## config.mk

```make
export PLATFORM = sky130hd
export DESIGN_NAME = reg_file_mp
export DESIGN_NICKNAME = d
export VERILOG_FILES = /design/src/rtl/reg_file_pkg.sv /design/src/rtl/reg_scoreboard.sv /design/src/rtl/reg_file_mp.sv
export SDC_FILE = /design/constraint.sdc
export NUM_CORES = 1
export LEC_CHECK = 0
export BUFFER_PORTS_ARGS = -buffer_cell sky130_fd_sc_hd__buf_2
export CAP_MARGIN = 10
export CORE_UTILIZATION = 60
export CTS_CLUSTER_DIAMETER = 40
export DETAILED_ROUTE_END_ITERATION = 8
export PLACE_DENSITY = 0.77
export SYNTH_ARGS = -nofsm -noshare
export SYNTH_HDL_FRONTEND = slang
export SYNTH_SLANG_ARGS = --single-unit
```

## constraint.sdc

```tcl
create_clock -name clk -period 4.5 [get_ports clk]
set_input_delay 0.45 -clock clk [delete_from_list [all_inputs] [get_ports clk]]
set_output_delay 0.45 -clock clk [all_outputs]
set_load 0.01 [all_outputs]
```

## src/rtl/reg_file_pkg.sv

```systemverilog
// Shared definitions for the multi-port integer register file: sweep states
// and the depth helper that sizes storage and the scoreboard.
package reg_file_pkg;

    typedef enum logic {
        CLEAR = 1'b0,
        READY = 1'b1
    } rf_state_e;

    localparam int MAX_READ_PORTS = 4;

    function automatic int rf_depth(input int address_width);
        return 1 << address_width;
    endfunction

endpackage

```

## src/rtl/reg_scoreboard.sv

```systemverilog
// Pending-producer scoreboard: one bit per register, set by a reservation,
// cleared by the landing write, plus the per-port busy lookup.
module reg_scoreboard
    import reg_file_pkg::*;
#(
    parameter int ADDRESS_WIDTH = 5,
    parameter int READ_PORTS    = 2
) (
    input  logic                                clk,
    input  logic                                rst,
    input  logic                                ready,
    input  logic                                we,
    input  logic [ADDRESS_WIDTH-1:0]            wr_addr,
    input  logic                                rsv_en,
    input  logic [ADDRESS_WIDTH-1:0]            rsv_addr,
    input  logic [READ_PORTS*ADDRESS_WIDTH-1:0] rd_addr,
    output logic [READ_PORTS-1:0]               rd_busy
);

    localparam int DEPTH = rf_depth(ADDRESS_WIDTH);

    logic [DEPTH-1:0] pending_q;
    logic             wr_clr;
    logic             rsv_set;

    assign wr_clr  = ready && we && (wr_addr != '0);
    assign rsv_set = ready && rsv_en && (rsv_addr != '0);

    // The reservation is applied last so a newer producer outlives the
    // write that retires the older one to the same register.
    always_ff @(posedge clk) begin
        if (rst) begin
            pending_q <= '0;
        end else begin
            if (wr_clr) begin
                pending_q[wr_addr] <= 1'b0;
            end
            if (rsv_set) begin
                pending_q[rsv_addr] <= 1'b1;
            end
        end
    end

    for (genvar p = 0; p < READ_PORTS; p++) begin : g_busy
        logic [ADDRESS_WIDTH-1:0] addr;
        assign addr       = rd_addr[p*ADDRESS_WIDTH +: ADDRESS_WIDTH];
        assign rd_busy[p] = pending_q[addr]
                            && !(we && (wr_addr == addr))
                            && (addr != '0);
    end

endmodule

```

## src/rtl/reg_file_mp.sv

```systemverilog
// Multi-port integer register file with write-to-read bypass, pending
// scoreboard and a post-reset sweep that zeroes storage before ready.
module reg_file_mp
    import reg_file_pkg::*;
#(
    parameter int ADDRESS_WIDTH = 5,
    parameter int DATA_WIDTH    = 32,
    parameter int READ_PORTS    = 2,
    parameter int DEBUG_REG     = 10
) (
    input  logic                                clk,
    input  logic                                rst,
    input  logic                                we,
    input  logic [ADDRESS_WIDTH-1:0]            wr_addr,
    input  logic [DATA_WIDTH-1:0]               wr_data,
    input  logic [READ_PORTS*ADDRESS_WIDTH-1:0] rd_addr,
    output logic [READ_PORTS*DATA_WIDTH-1:0]    rd_data,
    output logic [READ_PORTS-1:0]               rd_busy,
    input  logic                                rsv_en,
    input  logic [ADDRESS_WIDTH-1:0]            rsv_addr,
    output logic                                ready,
    output logic [DATA_WIDTH-1:0]               a0
);

    localparam int                       DEPTH   = rf_depth(ADDRESS_WIDTH);
    localparam logic [ADDRESS_WIDTH-1:0] DBG_IDX = ADDRESS_WIDTH'(DEBUG_REG);

    typedef logic [DATA_WIDTH-1:0] word_t;

    word_t                    regs [DEPTH];
    rf_state_e                state_q;
    rf_state_e                state_d;
    logic [ADDRESS_WIDTH-1:0] idx_q;
    logic [ADDRESS_WIDTH-1:0] idx_d;
    logic                     wr_fire;

    always_ff @(posedge clk) begin
        if (rst) begin
            state_q <= CLEAR;
            idx_q   <= '0;
        end else begin
            state_q <= state_d;
            idx_q   <= idx_d;
        end
    end

    always_comb begin
        state_d = state_q;
        idx_d   = idx_q;
        case (state_q)
            CLEAR: begin
                idx_d = idx_q + ADDRESS_WIDTH'(1);
                if (&idx_q) begin
                    state_d = READY;
                end
            end
            READY: begin
                state_d = READY;
            end
            default: begin
                state_d = CLEAR;
            end
        endcase
    end

    assign ready   = (state_q == READY);
    assign wr_fire = ready && we && (wr_addr != '0);

    // Storage has no reset of its own; the sweep zeroes it one entry per cycle.
    always_ff @(posedge clk) begin
        if (!rst) begin
            if (state_q == CLEAR) begin
                regs[idx_q] <= '0;
            end else if (wr_fire) begin
                regs[wr_addr] <= wr_data;
            end
        end
    end

    for (genvar p = 0; p < READ_PORTS; p++) begin : g_read
        logic [ADDRESS_WIDTH-1:0] addr;
        assign addr = rd_addr[p*ADDRESS_WIDTH +: ADDRESS_WIDTH];
        assign rd_data[p*DATA_WIDTH +: DATA_WIDTH] =
            (!ready || (addr == '0))     ? '0      :
            (we && (wr_addr == addr))    ? wr_data :
                                           regs[addr];
    end

    assign a0 = ready ? regs[DBG_IDX] : '0;

    reg_scoreboard #(
        .ADDRESS_WIDTH (ADDRESS_WIDTH),
        .READ_PORTS    (READ_PORTS)
    ) u_scoreboard (
        .clk      (clk),
        .rst      (rst),
        .ready    (ready),
        .we       (we),
        .wr_addr  (wr_addr),
        .rsv_en   (rsv_en),
        .rsv_addr (rsv_addr),
        .rd_addr  (rd_addr),
        .rd_busy  (rd_busy)
    );

endmodule

```

### Word-level counts from Yosys, hierarchy flattened

Memory sizes are Yosys's and may differ from the RTL's.
Cells that the tools add are included.

| storage, ports and cells | value |
|---|---|
| memories kept | 1 |
| RAM bits | 1,024 |
| logic and storage cells | 70 |
| register bits | 38 |
| input port bits | 56 |

| operators by class | value |
|---|---|
| order comparisons | 6 |
| reductions and logical operators | 25 |
| bitwise gates (word level) | 4 |
| add/subtract/negate cells | 1 |
| mux-type cells | 28 |
| equal/unequal tests | 2 |

Memory list:

| memory | words | width | read ports | clocked after memory_dff | write ports | line | text |
|---|---|---|---|---|---|---|---|
| regs | 32 | 32 | 3 | 0 | 1 | reg_file_mp.sv:30 | `word_t regs [DEPTH];` |

Operators by type and width:

| cell | number |
|---|---|
| 2-to-1 mux 32 bit | 9 |
| bitwise AND 32 bit | 1 |
| NOT 32 bit | 1 |
| bitwise OR 32 bit | 1 |
| OR reduction 32 bit | 1 |
| < comparator 5 x 6 -> 1 bit, second input constant | 4 |
| nonzero test 5 bit | 4 |
| 2-to-1 mux 1 bit | 13 |
| logical AND 1 bit | 12 |
| binary-select mux 1 bit (select 5 bit) | 2 |
| demux 1 bit (select 5 bit) | 2 |
| equality test 5 bit | 2 |
| greater-or-equal comparator 5 x 1 -> 1 bit, second input constant | 2 |
| logical NOT 5 bit | 2 |
| adder 5 x 1 -> 5 bit, second input constant | 1 |
| 2-to-1 mux 5 bit | 1 |
| AND reduction 5 bit | 1 |
| logical NOT 1 bit | 3 |
| logical OR 1 bit | 2 |
| one-hot mux 1 bit (2 select lines) | 1 |
| NOT 1 bit | 1 |

### Depth between registers and ports, before layout

| logic depth | value |
|---|---|
| depth after elaboration | 10 |
| mapped depth | 9 |
| gate-level depth less buffers | 5 |

### Cells and area by module

From an unflattened synthesis, not the netlist that was laid out.

| unflattened totals | value |
|---|---|
| cells, all modules | 3,063 |
| area total of the unflattened synthesis | 51,010.2 um^2 |

Modules (own cells, without submodules):

| module | times used | area an instance (um^2) | cells an instance | sequential area each (um^2) |
|---|---|---|---|---|
| reg_file_mp | 1 | 48,999.5 | 2,827 | 30,869.6 |
| reg_scoreboard | 1 | 2,010.7 | 236 | 620.6 |

### Least setup slack after synthesis

No wires, ideal clock.

| timing | value |
|---|---|
| kind | in2reg |
| from | in wr_addr[4] |
| to | mem regs[11][0] in the netlist's numbering, enable pin |
| stages on the path | 7 |
| slack | 881 ps |
| data required time | 4,079 ps |
| setup time | 421 ps |
| arrival | 3,198 ps |
| path buffers | 2 |
| path through | buf_2 > or3_1 > o2111a_1 > buf_4 > mux2i_2 > nand2_1 > nor2_1 |

| between the ends | value |
|---|---|
| longest elaborated chain between the ends | 8 |
| elaborated cells between the ends (all ways) | 9 |
| classes of those cells | 6 x mux; 3 x reduce/logical |

Ends and longest elaborated chain:

| what | line | text |
|---|---|---|
| start: declaration | reg_file_mp.sv:14 | `input logic [ADDRESS_WIDTH-1:0] wr_addr,` |
| nonzero test 5 bit | reg_file_mp.sv:67 | `assign wr_fire = ready && we && (wr_addr != '0);` |
| logical AND 1 bit | reg_file_mp.sv:67 |  |
| 2-to-1 mux 1 bit | reg_file_mp.sv:74 | `end else if (wr_fire) begin` |
| 2-to-1 mux 1 bit | reg_file_mp.sv:72 | `if (state_q == CLEAR) begin` |
| 2-to-1 mux 1 bit | reg_file_mp.sv:71 | `if (!rst) begin` |
| 2-to-1 mux 1 bit (not written as such) | reg_file_mp.sv:75 | `regs[wr_addr] <= wr_data;` |
| OR reduction 32 bit (no line) | n/a |  |
| 2-to-1 mux 5 bit (no line) / 2-to-1 mux 1 bit (equally long branches) | n/a |  |
| end: declaration | reg_file_mp.sv:30 |  |

Several ways; a longest one is shown, not always the timed one.

### Final worst setup path

| timing | value |
|---|---|
| from | reg state_q (netlist: ready) |
| to | out rd_data[31] |

| between the ends | value |
|---|---|
| longest elaborated chain between the ends | 3 |

Ends and longest elaborated chain:

| what | line | text |
|---|---|---|
| start: declaration | reg_file_mp.sv:31 | `rf_state_e state_q;` |
| start signal: assignment | reg_file_mp.sv:42 | `state_q <= state_d;` |
| logical NOT 1 bit | reg_file_mp.sv:84 | `(!ready \|\| (addr == '0)) ? '0 :` |
| logical OR 1 bit | reg_file_mp.sv:84 |  |
| 2-to-1 mux 32 bit | reg_file_mp.sv:84 |  |
| end: declaration | reg_file_mp.sv:17 | `output logic [READ_PORTS*DATA_WIDTH-1:0] rd_data,` |

No other way between the ends.

==> results_dict.tcl <==
set metrics [dict create \
    outcome "finished clean" \
    arrival_ps 3200 \
    antenna_found_initial 3 \
    hold_end "u_scoreboard.pending_q[11]$_SDFF_PP0_" \
    io_pins 155 \
    dieArea_sq_um 85000 \
    drtPass1Iterations 6 \
    period_share 0.811 \
    power.density_nw_per_um2 407 \
    rsz0062_at_grt "no" \
    worstMarginPinSlew_ps 1190 \
    synth_top_area_frac 0.611 \
    grt_first_pass_wirelength_mm 227 \
    drt.antenna.violating_nets 0 \
    setup_violations 0 \
    cts_setup_buffers 0 \
    num_vias 32664 \
    port_buffers 154 \
    hold_class "in -> reg" \
    die_width_um 292 \
    layout.nets 3034 \
    cp.required_ps 4050 \
    worstHoldStart "rsv_addr[1]" \
    power_frac_clock 0.482 \
    cts_sinks 1062 \
    htreeDepth 4 \
    coreArea_sq_um 82500 \
    dp_hpwl_mm 91.4 \
    p_sw_frac 0.228 \
    synth_edf_count 1024 \
    syn-cell-area_sq_um 50300 \
    period_needed_ps 3650 \
    switchingPower_mw 5.33 \
    drc 0 \
    synth_top_area_cell "edfxtp_1" \
    yosysUniqueCellTypes 62 \
    cts.path.max_buffers 3 \
    wl_per_cell_um 37.9 \
    syn_nets 2841 \
    ys_ff_latch 1062 \
    nFillCells 4979 \
    grt_util_all_layers 0.375 \
    cts_hold_buffers 0 \
    grt-ovfl-total 0 \
    cts_made_buffers 138 \
    synth_flop_cell "edfxtp_1" \
    drive_gt1_frac 0.334 \
    r2r-start "ready$_SDFF_PP0_" \
    grt_max_degree 99 \
    hold_path_depth 3 \
    start_util 0.610 \
    ys_seq_area_frac 0.627 \
    layout.cells.most_common_list "edfxtp_1 (1,024), mux4_2 (468), mux2i_1 (183), buf_2 (147), clkbuf_16 (141)" \
    vdd_drop_max_mv 0.368 \
    start_kind "flop" \
    ys_warn_count 0 \
    rows 105 \
    crit_type "reg -> out" \
    timing_hold_violations_final 0 \
    cts_tree "done" \
    fmaxAchievable_mhz 274 \
    layout_commonest_cell "edfxtp_1" \
    slew_headroom 0.209 \
    cts_resized 0 \
    intPower_mw 18.1 \
    power_mw 23.4 \
    gp_congestion 0.885 \
    async_flop_share 0 \
    cap_violations 0 \
    tns_ps 0 \
    fin_worst_skew_ps 31.7 \
    worst_slack_ps 850 \
    syn_inst 2783 \
    viasPerCell 7.86 \
    r2r_slack_ps 1210 \
    cp_max_fo 19 \
    p_leak_nw 17.8 \
    grt_pass1_vias 32891 \
    ff2ff_path_depth 5 \
    final_max_slew_viol_count 0 \
    synthTopCellsByArea "edfxtp_1 (61%), mux4_2 (21%), mux2i_1 (3.6%)" \
    routed_wl_mm 158 \
    end_kind "primary output" \
    post-place-ws_ps 903 \
    reg2reg_to "regs[23][6]$_DFFE_PP_" \
    die_h_um 292 \
    clk_latency_ps 750 \
    clkTransAtPathRegs_ps 50 \
    ctsRootBufferMaster "clkbuf_16" \
    area_growth_pct 14.5 \
    seqPwrFrac 0.460 \
    pwr-share-comb 0.057 \
    syn_avg_cell_area_sq_um 18.1 \
    drt_iter0_drc 5132 \
]
-- area by class of cell --
class                   instances  area, sq um  share of cell area
flip-flops and latches       1062        31500               0.547
multi-input cells            1488        17900               0.310
clock buffers                 154         3610              0.0626
repair buffers                280         2110              0.0366
well taps                    1070         1340              0.0232
clock inverters                97         1130              0.0196
inverters                       6         22.5            0.000391
diodes                          1         2.50           0.0000435
-- flip-flops by register name, summed over array words and instances (netlist names) --
| name | flops |
|---|---|
| ready | 1 |
| idx_q | 5 |
| regs | 1024 |
| u_scoreboard.pending_q | 32 |
-- metrics by stage --
| stage | cells | hold WS [ps] | utilization | area, sq um |
|---|---|---|---|---|
| 6_report | 4158 | 57.9 | 0.698 | 57600 |
| 5_1_grt | 4157 | 69.4 | 0.698 | 57600 |
| 4_1_cts | 4156 | 23.1 | 0.698 | 57600 |
| 3_5_place_dp | 3905 | 456 | 0.640 | 52800 |
| 3_3_place_gp | 3905 | 454 | 0.640 | 52800 |
| 2_1_floorplan | 2783 | 437 | - | 50300 |
-- per-layer routing --
| layer | track usage | share of wire | up-vias |
|---|---|---|---|
| met5 | 0 | 0.000044 | - |
| met4 | 0.199 | 0.057 | 2 |
| met3 | 0.110 | 0.15 | 594 |
| met2 | 0.573 | 0.47 | 3122 |
| met1 | 0.490 | 0.33 | 16621 |
| li1 | - | - | 12325 |
-- worst max-delay path by stage --
stage	from	to	slack [ps]	cells after the start
global route	rd_addr[0]	rd_data[30]	860	7
CTS	rd_addr[1]	rd_data[3]	960	8
floorplan	wr_addr[4]	regs[11][0]$_DFFE_PP_	880	7
finish	ready$_SDFF_PP0_	rd_data[31]	850	7
detailed placement	wr_addr[0]	regs[23][5]$_DFFE_PP_	900	7
global placement	rd_addr[1]	rd_data[3]	970	8
-- kinds of logic (layout without fill, tap and decap cells) --
group | count (synthesis) | count (layout) | synth area share
flops | 1062 | 1062 | 0.627
mux | 659 | 659 | 0.248
compound gates | 461 | 461 | 0.0628
simple gates | 353 | 353 | 0.0359
buf+inv | 233 | 537 | 0.0242
xor+xnor | 13 | 13 | 0.00226
fa+ha+maj | 2 | 2 | 0.000497
other cells | 0 | 1 | 0
-- synth_stat cells (all sizes together), types with 43 or more instances --
library cell,count
and2,67
clkbuf,100
edfxtp,1024
a221oi,55
a21oi,68
nand2,86
buf,127
o22ai,112
mux4,468
o21ai,62
a22oi,43
mux2i,185
nor2,60
-- power groups by stage --
stage	Combinational (mW)	Sequential [mW]	Clock (mW)
2_1_floorplan	0.909	11.0	0
3_3_place_gp	1.28	11.0	0
3_5_place_dp	1.30	11.0	0
4_1_cts	1.31	10.8	11.3
5_1_grt	1.38	10.8	11.7
6_report	1.34	10.8	11.3
-- worst max-delay path: stages, from the launching register on --
cell and delay [ps]:
dfxtp_2 630, o41a_1 320, buf_4 200, o21ai_4 220
buf_16 250, nor4_1 340, a22o_1 300, buf_2 180
(Power assumes the default switching activity.)
